**src/rtl/inc_stream.sv**
```systemverilog
// Streaming +1 stage: each accepted word is incremented modulo 2^WIDTH and queued
// in a DEPTH-entry FIFO toward a valid/ready output, with a delivered-word counter.
module inc_stream #(
  parameter int WIDTH = 2,
  parameter int DEPTH = 4,
  parameter int CNT_W = 8
) (
  input  logic             clk,
  input  logic             rst_n,
  input  logic             in_valid,
  input  logic [WIDTH-1:0] in_data,
  output logic             in_ready,
  output logic             out_valid,
  output logic [WIDTH-1:0] out_data,
  output logic             out_carry,
  input  logic             out_ready,
  output logic [CNT_W-1:0] count,
  output logic             full
);

  localparam int AW = (DEPTH > 1) ? $clog2(DEPTH) : 1;
  localparam logic [AW:0] OCC_FULL = (AW+1)'(DEPTH);

  // Each entry holds {carry, sum}; storage is deliberately not reset.
  logic [WIDTH:0]  mem [DEPTH];
  logic [AW-1:0]   wr_ptr;
  logic [AW-1:0]   rd_ptr;
  logic [AW:0]     occ;
  logic            push;
  logic            pop;
  logic [WIDTH:0]  inc_word;

  // in_ready depends only on occupancy, so a pop while full never frees a slot
  // for a push in the same cycle.
  assign in_ready  = (occ != OCC_FULL);
  assign out_valid = (occ != '0);
  assign full      = (occ == OCC_FULL);

  assign push = in_valid && in_ready;
  assign pop  = out_valid && out_ready;

  assign inc_word = {1'b0, in_data} + (WIDTH+1)'(1);

  assign {out_carry, out_data} = mem[rd_ptr];

  always_ff @(posedge clk) begin
    if (rst_n && push) begin
      mem[wr_ptr] <= inc_word;
    end
  end

  always_ff @(posedge clk) begin
    if (!rst_n) begin
      wr_ptr <= '0;
      rd_ptr <= '0;
      occ    <= '0;
      count  <= '0;
    end else begin
      if (push) begin
        wr_ptr <= wr_ptr + AW'(1);
      end
      if (pop) begin
        rd_ptr <= rd_ptr + AW'(1);
        count  <= count + CNT_W'(1);
      end
      case ({push, pop})
        2'b10:   occ <= occ + (AW+1)'(1);
        2'b01:   occ <= occ - (AW+1)'(1);
        default: occ <= occ;
      endcase
    end
  end

endmodule

```
**config.mk**
```make
export PLATFORM = sky130hd
export DESIGN_NAME = inc_stream
export DESIGN_NICKNAME = d
export VERILOG_FILES = /design/src/rtl/inc_stream.sv
export SDC_FILE = /design/constraint.sdc
export NUM_CORES = 1
export LEC_CHECK = 0
export BUFFER_PORTS_ARGS = -buffer_cell sky130_fd_sc_hd__buf_2
export CELL_PAD_IN_SITES_DETAIL_PLACEMENT = 0
export CELL_PAD_IN_SITES_GLOBAL_PLACEMENT = 2
export CORE_ASPECT_RATIO = 1.5
export CORE_MARGIN = 3
export CORE_UTILIZATION = 36
export DETAILED_ROUTE_END_ITERATION = 10
export PLACE_DENSITY_LB_ADDON = 0.1
export SLEW_MARGIN = 20
export SYNTH_ARGS = -nofsm -noshare
export SYNTH_HDL_FRONTEND = slang
export SYNTH_SLANG_ARGS = --single-unit
```
**constraint.sdc**
```tcl
create_clock -name clk -period 2.9 [get_ports clk]
set_input_delay 0.145 -clock clk [delete_from_list [all_inputs] [get_ports clk]]
set_output_delay 0.145 -clock clk [all_outputs]
set_load 0.005 [all_outputs]
```
==> impl_metrics.ini <==
[global_routing]
track_usage_pct = 13.2
met1_usage_pct = 13.2
grt_use_met2_pct = 23.2
first_global_vias = 851
grtUsageMet3_pct = 4.50
antenna_found_initial = 0
grt_pass1_wl_mm = 3.98
grt.busiest_layer = met2
grt_start_max_net_pins = 16
grt_overflow = 0

[worst_setup_path]
cp.arrival_ps = 2600
max_stage_delay_ps = 460
crit_required_ps = 3100
cp.buffers_inverters = 3
slowest_stage = dfxtp_1
cp_max_fo = 7
crit_top_cell = inv_1
path_class = reg2reg
cpLargestDelayFamily = simple AND/OR/NAND/NOR gates
path_cells = or3b_4, inv_2, nor2_1, inv_1, ha_1, inv_1, fa_1, xor2_1, or3_1, a21oi_1
endpoint_kind = flop
worstSetupStartpointType = flop

[yosys]
syn_avg_cell_area_um2 = 11.6
synth.top_cells.by_count = dfxtp_1 (17), edfxtp_1 (12), inv_1 (11)
synth_top_area_cell = edfxtp_1
ys_async_sr_fraction_pct = 0
synth-edff-count = 12
ys_ff_latch = 29
syn_area_um2 = 1290
yosys-top-cells-area = edfxtp_1 (28%), dfxtp_1 (26%), ha_1 (6.8%)
syn-num-nets = 125
ys.flop_type = dfxtp_1
yosysMostFrequentCell = dfxtp_1
syn_inst = 111
synth_top_area_share_pct = 28.0
yosysWarnings = 0
ys_seq_area_share_pct = 54.4
synth_cell_types = 27

[power]
combPwrFrac_pct = 25.0
pwr-share-seq_pct = 47.9
p_switching_uw = 352
power.total_mw = 1.14
swShare_pct = 30.9
power_frac_clock_pct = 27.1
peakVddDrop_uv = 383
power.density_nw_per_um2 = 755
p_int_uw = 788
p_leak_nw = 0.626

[floorplanning]
pin_count = 20
initial_core_util_pct = 37.7
design.core.area_um2 = 3420
dieWidth_um = 54.9
rows = 26
die_y_um = 79.3
dieArea_um2 = 4350

[min_path]
hold_class = in2reg

[clock_network]
cts-root-buf = clkbuf_8
cts-htree-levels = 2
clkSinkCount = 29
post-cts-setup-buffers = 0
cts_tree = done
cts_buffers = 5
clk_latency_ps = 270
post_cts_resized = 0
cts_hold_buf = 0
clk_pin_slew_ps = 60
cts_max_path_buffers = 2

[placement]
dp_hpwl_mm = 1.87
place_area_um2 = 1430
gp_congestion = 0.667
io_buffers = 19

[routing]
antenna_left = 0
drtIter0Drc = 4
via_per_inst = 4.90
via_count = 872
avgRoutedWirePerCell_um = 13.5
drt-pass1-iter-count = 6
routed_wl_mm = 2.40
drcViolationCount = 0

[sta]
holdWs_ps = 164
slew_viol_final = 0
rsz0062_at_grt = no
finalSetupTns_ps = 0
period_minus_slack_ps = 2400
fin_skew_ps = 2.86
hold_violations = 0
finalCritPeriodShare_pct = 82.8
setup_viol = 0
tightest_slew_ps = 453
max_freq_ghz = 0.417
slew_headroom_pct = 69.4

[cells_and_area]
final_area_um2 = 1510
fin_nets = 149
area_growth_pct = 17.2
drive_above_1_share_pct = 24.3
antenna_cells = 0

[status]
status = completed

[run]
drv_cap = 0
logic make-up (layout without fill, tap and decap cells):
group / Yosys count / count (layout) / share of synthesized area (%)
adder cells (fa/ha/maj): 8 / 8 / 8.35
AND/OR/NAND/NOR: 31 / 31 / 13.0
buffers and inverters: 14 / 39 / 4.17
flip-flops: 29 / 29 / 54.4
multiplexers: 5 / 5 / 6.80
XOR/XNOR: 6 / 6 / 4.08
AO/OA/AOI/OAI: 18 / 18 / 9.22
layout by cell type (no fill, tap or decap), types with 3 or more instances in the layout:
master / instances
a21oi_1: 8
and3_1: 4
buf_2: 19
clkbuf_8: 5
dfxtp_1: 17
edfxtp_1: 12
ha_1: 7
inv_1: 11
mux4_2: 3
nand3_1: 6
nor2_1: 10
o21ai_0: 4
or3_1: 3
xor2_1: 6
path summary, 6_finish.rpt:
path              cells after the start      from   endpoint  slack [ps]
setup / recovery                     10    occ[2]     occ[2]         500
hold / removal                        3  in_valid  wr_ptr[1]         160
hold reg to reg                       2  count[7]   count[7]         470
setup reg to reg                     10    occ[2]     occ[2]         500
area by class of cell:
cell class,instances,area [um^2]
multi-input cells,68,534
repair buffers,19,95.1
clock inverters,2,10.0
inverters,12,45.0
flip-flops and latches,29,701
well taps,42,52.6
clock buffers,6,72.6
fillers,342,1910
power by group through the flow:
stage	clock, mW	combinational [mW]	sequential, mW
5_1_grt	0.345	0.325	0.557
2_1_floorplan	0	0.221	0.532
4_1_cts	0.319	0.294	0.547
6_report	0.309	0.285	0.546
3_5_place_dp	0	0.293	0.556
3_3_place_gp	0	0.293	0.554
sequential cells by signal, summed over array words and instances (netlist names), named ones only:
name    flops
mem        12
count       8
occ         3
rd_ptr      2
wr_ptr      2
per-stage QoR:
stage          instances  util (%)  worst slack (ps)
2_1_floorplan        111         -               635
3_3_place_gp         170      41.8               563
3_5_place_dp         170      41.8               506
4_1_cts              178      44.2               487
5_1_grt              178      44.2               280
6_report             178      44.2               499
tightest hold or removal path, cell delays in order:
cell	delay (ps)
buf_2	110
nand3_1	80
a21oi_1	50
metal layers:
layer	vias up	wire, um
met1	409	891
li1	444	-
met4	0	51
met3	5	86
met2	14	1370
met5	-	0
(Power assumes the default switching activity.)
